**src/rtl/fetch_unit.sv**
```systemverilog
// fetch_unit: instruction fetch stage. Owns the PC, drives the imem request,
// passes returned words straight through to IF/ID, and parks one word in a
// hold buffer when a downstream stall arrives together with an ihit.
module fetch_unit #(
    parameter logic [31:0] PC_INIT = 32'h0000_0000,
    parameter logic [5:0]  HALT_OP = 6'b111111
) (
    input  logic        CLK,
    input  logic        nRST,
    input  logic        ihit,
    input  logic [31:0] imemload,
    input  logic        stall,
    input  logic        redirect,
    input  logic [31:0] redirect_pc,
    output logic        imemREN,
    output logic [31:0] imemaddr,
    output logic [31:0] npc_out,
    output logic [31:0] instr_out,
    output logic        valid_out,
    output logic        halted
);

    typedef enum logic [1:0] {
        FETCH  = 2'd0,
        HOLD   = 2'd1,
        SQUASH = 2'd2,
        HALTED = 2'd3
    } state_t;

    state_t      state;
    logic [31:0] pc;
    logic [31:0] buf_instr;
    logic [31:0] buf_npc;
    logic [31:0] tgt;
    logic [31:0] pc_plus4;

    assign pc_plus4 = pc + 32'd4;

    // PC, hold buffer, pending redirect target and fetch state; redirect wins over everything.
    always_ff @(posedge CLK or negedge nRST) begin
        if (!nRST) begin
            state     <= FETCH;
            pc        <= PC_INIT;
            buf_instr <= '0;
            buf_npc   <= '0;
            tgt       <= '0;
        end else begin
            case (state)
                FETCH: begin
                    if (redirect) begin
                        if (ihit) begin
                            pc <= redirect_pc;
                        end else begin
                            // request still in flight: keep address, remember target
                            tgt   <= redirect_pc;
                            state <= SQUASH;
                        end
                    end else if (ihit) begin
                        pc <= pc_plus4;
                        if (stall) begin
                            buf_instr <= imemload;
                            buf_npc   <= pc_plus4;
                            state     <= HOLD;
                        end else if (imemload[31:26] == HALT_OP) begin
                            state <= HALTED;
                        end
                    end
                end
                HOLD: begin
                    if (redirect) begin
                        pc    <= redirect_pc;
                        state <= FETCH;
                    end else if (!stall) begin
                        state <= (buf_instr[31:26] == HALT_OP) ? HALTED : FETCH;
                    end
                end
                SQUASH: begin
                    if (ihit) begin
                        pc    <= redirect ? redirect_pc : tgt;
                        state <= FETCH;
                    end else if (redirect) begin
                        tgt <= redirect_pc;
                    end
                end
                HALTED: begin
                    if (redirect) begin
                        pc    <= redirect_pc;
                        state <= FETCH;
                    end
                end
                default: state <= FETCH;
            endcase
        end
    end

    // Output decode per state, forced to zero combinationally while in reset.
    always_comb begin
        imemREN   = 1'b0;
        imemaddr  = '0;
        npc_out   = '0;
        instr_out = '0;
        valid_out = 1'b0;
        halted    = 1'b0;
        if (nRST) begin
            imemaddr = pc;
            case (state)
                FETCH: begin
                    imemREN   = 1'b1;
                    instr_out = imemload;
                    npc_out   = pc_plus4;
                    valid_out = ihit && !redirect;
                end
                HOLD: begin
                    instr_out = buf_instr;
                    npc_out   = buf_npc;
                    valid_out = !redirect;
                end
                SQUASH: begin
                    imemREN   = 1'b1;
                    instr_out = imemload;
                    npc_out   = pc_plus4;
                end
                HALTED: begin
                    halted = 1'b1;
                end
                default: ;
            endcase
        end
    end

endmodule

```
**config.mk**
```make
export PLATFORM = sky130hd
export DESIGN_NAME = fetch_unit
export DESIGN_NICKNAME = d
export VERILOG_FILES = /design/src/rtl/fetch_unit.sv
export SDC_FILE = /design/constraint.sdc
export NUM_CORES = 1
export LEC_CHECK = 0
export ABC_AREA = 1
export CAP_MARGIN = 25
export CORE_UTILIZATION = 35
export DETAILED_ROUTE_END_ITERATION = 10
export HOLD_SLACK_MARGIN = 0.08
export PLACE_DENSITY = 0.66
export REMOVE_ABC_BUFFERS = 1
export SYNTH_ARGS = -nofsm -noshare
export SYNTH_HDL_FRONTEND = slang
export SYNTH_SLANG_ARGS = --single-unit
```
**constraint.sdc**
```tcl
create_clock -name CLK -period 1.7 [get_ports CLK]
set_clock_uncertainty 0.1 [all_clocks]
set_input_delay 0.17 -clock CLK [delete_from_list [all_inputs] [get_ports CLK]]
set_output_delay 0.17 -clock CLK [all_outputs]
set_load 0.03 [all_outputs]
```
Word level (Yosys, flattened, before mapping)
Cells that the tools add are included.
{ "totals": {"register_bits": 130, "input_bits": 69, "word_cells": 66, "out_inout_bits": 99} }
{ "op_classes": {"eq_ne": 16, "add_sub_neg": 1, "n_reduce_logical": 10, "n_mux": 33, "bitwise_logic": 1} }
{ "ops": {"columns": ["op", "n"], "rows": [
  ["two-way mux 32 bit", 12],
  ["case mux 32 bit (2 select lines)", 3],
  ["case mux 32 bit (3 select lines)", 1],
  ["adder 32 x 3 -> 32 bit, second input constant", 1],
  ["two-way mux 2 bit", 10],
  ["== test 6 bit, second input constant", 2],
  ["inequality test 2 bit, second input constant", 6],
  ["inequality test 3 bit, second input constant", 3],
  ["case mux 2 bit (4 select lines)", 1],
  ["AND reduction 4 bit", 2],
  ["AND reduction 6 bit", 1],
  ["two-way mux 1 bit", 5],
  ["== test 2 bit, second input constant", 2],
  ["inequality test 4 bit, second input constant", 1],
  ["OR reduction 2 bit", 2],
  ["AND reduction 3 bit", 1],
  ["== test 2 x 1 -> 1 bit, second input constant", 1],
  ["zero test 2 bit", 1],
  ["inequality test 2 x 1 -> 1 bit, second input constant", 1],
  ["case mux 1 bit (2 select lines)", 1],
  ["nonzero test 2 bit", 1],
  ["logical AND 1 bit", 1],
  ["zero test 1 bit", 1],
  ["inverter 1 bit", 1]
]} }

Longest topological paths before layout
Gate-level depths: netlist of the first run.
{ "depth": {"ltp_word": 6, "ltp_mapped": 10, "ltp_nobuf": 10} }

Least setup slack after synthesis of the first run
No wires, ideal clock.
{ "synth_timing": {"path_type": "register to output", "startpoint": "register pc[2]", "endpoint": "output port npc_out[18]", "path_stages_with_launch": 9, "required_ps": 1430, "n_path_buf": 0, "path_slack_ps": -595, "arrival_time_ps": 2025, "cell_sequence": "dfrtp_1 ha_1 nand2_1 nor2_2 nand2_2 nor2_2 xor2_1 inv_1 o21ai_0"} }
{ "synth_via": {"elab_chain_cells": 3} }
{ "synth_rtl": {"columns": ["element", "line_no", "source"], "rows": [
  ["start, declared", "31", "logic [31:0] pc;"],
  ["start signal, assigned", "52", "pc <= redirect_pc;"],
  ["start signal, assigned", "59", "pc <= pc_plus4;"],
  ["start signal, assigned", "71", "pc <= redirect_pc;"],
  ["adder 32 x 3 -> 32 bit", "37", "assign pc_plus4 = pc + 32'd4;"],
  ["case mux 32 bit (2 select lines)", "106", "case (state)"],
  ["two-way mux 32 bit", "104", "if (nRST) begin"],
  ["end, declared", "17", "output logic [31:0] npc_out,"]
]} }
No other way between the ends.

Worst setup path after layout of the first run
{ "layout_timing": {"startpoint": "register pc[11]", "endpoint": "output port npc_out[29]"} }
Same word-level chain as after synthesis.

==> metrics.csv, run 1 <==
metric;value;unit
cts_tree;yes;
r2r_setup_slack;-0.78;ns
cpMaxStageDelayCell;dfrtp_1;
outcome;finished with violations;
ys_seq_elements;130;
start_util;35.84;%
violations;setup timing;
crit_chain;nand2_2 > nor2_2 > inv_1 > nor2_4 > buf_4 > nand3_1 > nand2_2 > nand2_1 > o31ai_1 > bufbuf_16;
cts_made_buffers;17;
cp_slowest_stage_delay;0.51;ns
critPathMaxFanout;4;
grtUsageTotal;30.08;%
clk_latency;0.44;ns
detailedPlace.worstSlack;-0.5140;ns
finalCriticalPeriod;2.690;ns
grt_pass1_vias;9924;
power_density;1952;mW/mm²
syn_avg_cell_area;6.930;µm²
reg2reg_from;pc[11];
setup_violations;200;
synth_top_cell_by_area;dfrtp_1;
post-route-util;74.36;%
synth.distinct_cells;33;
crit_path_start;pc[11];
max_slew_margin;47.69;%
die_w;151.7;µm
wl;44.54;mm
rsz0062_at_grt;yes;
slew_viol_final;0;
die_area;0.02302;mm²
die_h;151.7;µm
synth_warnings;0;
crit_family;simple AND/OR/NAND/NOR gates;
cts.sinks;130;
synth_cells;1132;
timing.final.ws_setup;-0.9901;ns
grt_pass1_wl;52.70;mm
syn_area;0.007845;mm²
ys_seq_area_share;41.47;%
synth_area_leaders;dfrtp_1, nand2_1, o21ai_0;
n_fill_cell;1301;
fin_area;0.01628;mm²
ant_nets;0;
antenna_found_initial;1;
crit_arrival;2.42;ns
wl_per_cell;24.06;µm
clockBufferDepth;2;
place_inst;1678;
drc;0;
path_clk_slew;0.07;ns
synth_top_area_share;41.47;%
crit_path_end;npc_out[29];
cp-end-kind;output pin;
clockRootBuffer;clkbuf_16;
drt_iter0_drc;1180;
core_region_area;0.02189;mm²
grt_start_max_net_pins;46;
htreeDepth;4;
p_leak;0.007491;µW
crit_top_cell;nand2_2;
via_per_inst;5.967;
timing.setup.tns;-110.55;ns
portBuffers;167;
hold_class;in -> async;
drive_gt1_share;50.45;%
rows;54;
worst_pin_slew;0.7821;ns
drt_first_pass_iters;7;
cp_data_required_time;1.43;ns
post-route-period-util;158.2;%
finalNonFillerCells;1851;
fin_nets;1627;
io_pins;168;
path_class;reg -> out;
cap_viol_max_count;0;
dp_hpwl;18.66;mm
placedInstanceArea;0.01108;mm²
vias;11040;
rr_worst_depth;14;
critPathLaunchType;flop;
gp_congestion;0.8692;
peakVddDrop;0.0009368;V
gr-total-overflow;0;
crit_buf_inv;3;
fmax;371.7;MHz
syn_to_final_growth;107.5;%
cp_num_cells;10;
hold_viol_final;0;
r2r-end;pc[17];
-- worst reg2reg max path, stage by stage, from the launching register on --
cell,delay (ns)
dfrtp_1,0.51
nand2_2,0.16
nor2_2,0.18
nand2_1,0.12
nor2_4,0.15
buf_4,0.14
xor2_2,0.09
buf_4,0.14
buf_4,0.12
buf_4,0.12
buf_4,0.12
buf_4,0.13
buf_4,0.14
nand2_1,0.07
a21oi_1,0.08
-- report_power, final --
| group | switching (µW) | internal (µW) |
|---|---|---|
| Combinational | 11300 | 10500 |
| Sequential | 1500 | 4620 |
| Clock | 1600 | 2230 |
-- synth_stat cells --
cell type    n
nand2_1    298
inv_1      156
o21ai_0    151
dfrtp_1    130
nor2_1      82
nand3_1     72
a21oi_1     61
clkbuf_1    46
o22a_1      27
a211oi_1    21
buf_2       11
o31ai_1     10
xor2_1       9
buf_1        8
nor3_1       6
a31oi_1      5
nand3b_1     5
nor2_2       5
o221ai_1     4
xnor2_1      4
and2_1       3
o211ai_1     3
a22oi_1      2
buf_4        2
nand4_1      2
o22ai_1      2
a41oi_1      1
ha_1         1
inv_2        1
nand2_2      1
nand3_2      1
nor4_1       1
o32ai_1      1
-- cells in the final DEF, fill, tap and decap left out, drive strengths merged, types with 10 or more instances in the layout --
cell / count
buf: 381
o22a: 27
a21oi: 61
dfrtp: 130
clkdlybuf4s50: 67
nor2: 87
a211oi: 21
inv: 154
nand2: 299
nand3: 73
clkinv: 11
o31ai: 10
clkbuf: 34
o21ai: 151
-- worst min-delay path by stage --
stage | end | start | slack (ns) | cells after the start
6_report | buf_npc[7] | nRST | 0.18 | 6
3_3_place_gp | buf_npc[29] | nRST | 0.06 | 2
5_1_grt | buf_npc[7] | nRST | 0.19 | 6
2_1_floorplan | buf_instr[0] | nRST | -0.23 | 0
4_1_cts | buf_npc[7] | nRST | 0.16 | 6
3_5_place_dp | buf_npc[29] | nRST | 0.06 | 2
-- sequential cells by signal (all words and copies together), names as in the netlist --
name,cells
tgt,32
buf_npc,32
state,2
buf_instr,32
pc,32
-- kinds of logic (layout without fill, tap and decap cells) --
family | after synthesis | count (layout) | synth area share (%)
other cells | 0 | 1 | 0
xor+xnor | 13 | 13 | 1.451
compound gates | 288 | 288 | 21.21
flops | 130 | 130 | 41.47
fa+ha+maj | 1 | 1 | 0.1595
simple gates | 476 | 476 | 24.72
buf+inv | 224 | 662 | 10.99
-- stage by stage --
stage               power [µW]  hold WS [ns]
global route             32710        0.1875
finish                   31780        0.1780
detailed placement       18030       0.05727
CTS                      26900        0.1567
floorplan                11470       -0.2256
global placement         17830       0.05934
-- layout make-up --
class,instances,area (µm²),area share (%)
Multi-Input combinational cell,778,5799,35.63
Timing Repair Buffer,473,5655,34.74
Sequential cell,130,3254,19.99
Inverter,157,628.1,3.859
Clock buffer,19,452.9,2.782
Tap cell,280,350.3,2.152
Clock inverter,13,135.1,0.8301
Antenna cell,1,2.502,0.01537
-- layer usage --
metal,track usage [%],vias up,part of all wire [%]
met5,0,-,0
met4,14.50,0,7.5
met3,5.240,327,9.9
met2,51.23,906,48
met1,36.66,5253,35
li1,-,4558,-
-- repair_timing --
| action | 4_1_cts | 5_1_grt |
|---|---|---|
| hold buffers | 8 | 0 |
| cloned | 28 | 17 |
| setup endpoints to repair | 134 | 214 |
| setup buffers | 81 | 28 |
| gates resized for setup | 394 | 394 |
| hold endpoints to repair | 109 | 0 |
| pin swaps | 46 | 55 |
Note: power is estimated with default switching activity, not from simulation.
==> run 2, diff against run 1 <==
Settings changed: CTS_BUF_LIST from default to sky130_fd_sc_hd__clkbuf_8 sky130_fd_sc_hd__clkbuf_16, PLACE_DENSITY 0.66 to 0.64, SETUP_SLACK_MARGIN from default to 0.05.
Clock period 1.7 ns to 2.6 ns, I/O delays scaled along.
==> run 2 against run 1 <==
Net effect: the run now ends clean; critical path type unchanged; die area did not move; non-clock buffer count fell by 248; worst setup slack improved by 1.1 ns; cell area fell by 32%; largest power group unchanged; sequential power fell by 37%; global-route usage fell by 7.8 points; sequential share of layout area rose by 9.6 points; sequential cell count did not move; hold slack improved by 0.14 ns; wire length fell by 43%.
==> metrics.csv, run 2 (synthesized netlist as in run 1, its figures left out) <==
metric;value;unit;change
crit_buf_inv;1;;-2
fin_nets;1379;;-15%
wl_per_cell;15.75;µm;-35%
num_antenna_cells;0;;-1
core_region_area;0.02189;mm²;unchanged
peakVddDrop;0.0005220;V;-44%
post-route-util;50.57;%;-24 points
n_fill_cell;2103;;+62%
clk_latency;0.41;ns;-0.03 ns
start_util;35.84;%;unchanged
gp_congestion;0.9195;;+5.8%
path_clk_slew;0.06;ns;about the same
worst_pin_slew;0.8025;ns;+0.02042 ns
grt_start_max_net_pins;64;;+39%
total_power;13440;µW;-58%
p_leak;0.005285;µW;-29%
clockBufferDepth;2;;unchanged
mostFrequentLayoutCells;nand2_1, inv_1, o21ai_0;;
wl;25.21;mm;-43%
cts_tree;yes;;
vias;8127;;-26%
antenna_found_initial;0;;-1
dp_hpwl;17.42;mm;-6.6%
crit_arrival;2.12;ns;-0.30 ns
drt_iter0_drc;613;;-48%
post-route-period-util;95.39;%;
cpMaxStageDelayCell;dfrtp_2;;
crit_chain;ha_2 > nand2_2 > nor2_4 > nand2_4 > nor2_4 > nand3_1 > nand2_2 > nand2_1 > o31ai_1 > bufbuf_16;;
grt_pass1_wl;39.66;mm;-25%
drc;0;;unchanged
cp_slowest_stage_delay;0.36;ns;-0.15 ns
clockRootBuffer;clkbuf_16;;
cp-end-kind;output pin;;
htreeDepth;4;;unchanged
cp_data_required_time;2.24;ns;+0.81 ns
grt_pass1_vias;7487;;-25%
placedInstanceArea;0.01002;mm²;-9.5%
die_w;151.7;µm;unchanged
finalNonFillerCells;1601;;-14%
finalCriticalPeriod;2.480;ns;
rows;54;;unchanged
multi_input_area;0.003910;mm²;-33%
io_pins;168;;unchanged
layout_commonest_cell;nand2_1;;
place_inst;1547;;-7.8%
rsz0062_at_grt;yes;;
setup_violations;0;;-100%
syn_to_final_growth;41.12;%;
cap_viol_max_count;0;;unchanged
fmax;403.2;MHz;
critPathLaunchType;flop;;
cts.sinks;130;;unchanged
cts_made_buffers;17;;unchanged
portBuffers;167;;unchanged
drt_first_pass_iters;5;;-2
grtUsageTotal;22.33;%;-7.8 points
via_per_inst;5.076;;-15%
hold_viol_final;0;;unchanged
ant_nets;0;;unchanged
die_h;151.7;µm;unchanged
power_density;1214;mW/mm²;-38%
max_slew_margin;46.32;%;-1.4 points
register_area;0.003273;mm²;+0.58%
gr-total-overflow;0;;unchanged
path_class;reg -> out;;
hold_class;in -> reg;;
outcome;complete, no violations;;
fin_area;0.01107;mm²;-32%
slew_viol_final;0;;unchanged
drive_gt1_share;15.37;%;-35 points
crit_family;simple AND/OR/NAND/NOR gates;;
critPathMaxFanout;4;;unchanged
die_area;0.02302;mm²;unchanged
[run 2: cell types whose count changed in the layout (fill, tap and decap cells not counted), sizes merged, moves of 4 or more]
cell,before,now
buf,381,115
clkdlybuf4s50,67,99
clkbuf,34,22
clkinv,11,3
bufbuf,5,1
inv,154,158
[run 2: final timing paths]
path	from	to	slack, ns	cells after the start
worst max-delay path	pc[2]	npc_out[30]	0.12	10
worst min-delay path	imemload[25]	buf_instr[25]	0.31	3
worst max register to register	state[1]	pc[16]	0.61	7
worst min register to register	buf_instr[1]	buf_instr[1]	0.38	2
max in group asynchronous	nRST	pc[12]	1.17	3
min in group asynchronous	nRST	buf_npc[30]	0.46	2
[run 2: per-stage QoR]
step           setup slack [ns]  hold WS [ns]  setup TNS, ns
6_report                 0.1198        0.3146              0
5_1_grt                 0.01862        0.3262              0
4_1_cts                 0.05007        0.3052              0
3_5_place_dp            0.08525       0.05306              0
3_3_place_gp             0.1427       0.05320              0
2_1_floorplan           -0.5735       -0.1356         -32.85
[run 2: final cells by class]
| class | count | share of cell area (%) |
|---|---|---|
| inverters | 157 | 5.323 |
| flip-flops and latches | 130 | 29.57 |
| clock buffers | 20 | 4.216 |
| multi-input cells | 778 | 35.32 |
| repair buffers | 225 | 20.75 |
| clock inverters | 11 | 1.661 |
| well taps | 280 | 3.165 |
[run 2: layer usage]
metal,vias to the layer above,GRT usage (%),part of all wire [%]
li1,4025,-,-
met1,3807,31.00,45
met2,269,35.77,47
met3,26,3.353,5.9
met4,0,6.634,1.7
met5,-,0,0
[run 2: where the power goes]
part / internal, µW / switching (µW) / total (µW)
clock: 1760 / 877 / 2640
combinational: 2780 / 4200 / 6980
sequential: 3040 / 775 / 3820
total: 7580 / 5850 / 13400
[run 2: repair_timing]
action	4_1_cts	5_1_grt
pin swaps	8	9
hold endpoints to repair	44	0
setup endpoints to repair	18	26
hold buffers	8	0
setup buffers	9	5
resized for setup	34	32
cloned	0	1
[run 2: worst reg2reg max path, cell delays in order (launching register included)]
cell and delay (ns):
dfrtp_1 0.43, inv_1 0.17, nor2_1 0.08, inv_1 0.23, buf_12 0.23, a21oi_1 0.08
a211oi_1 0.40, a21oi_1 0.14
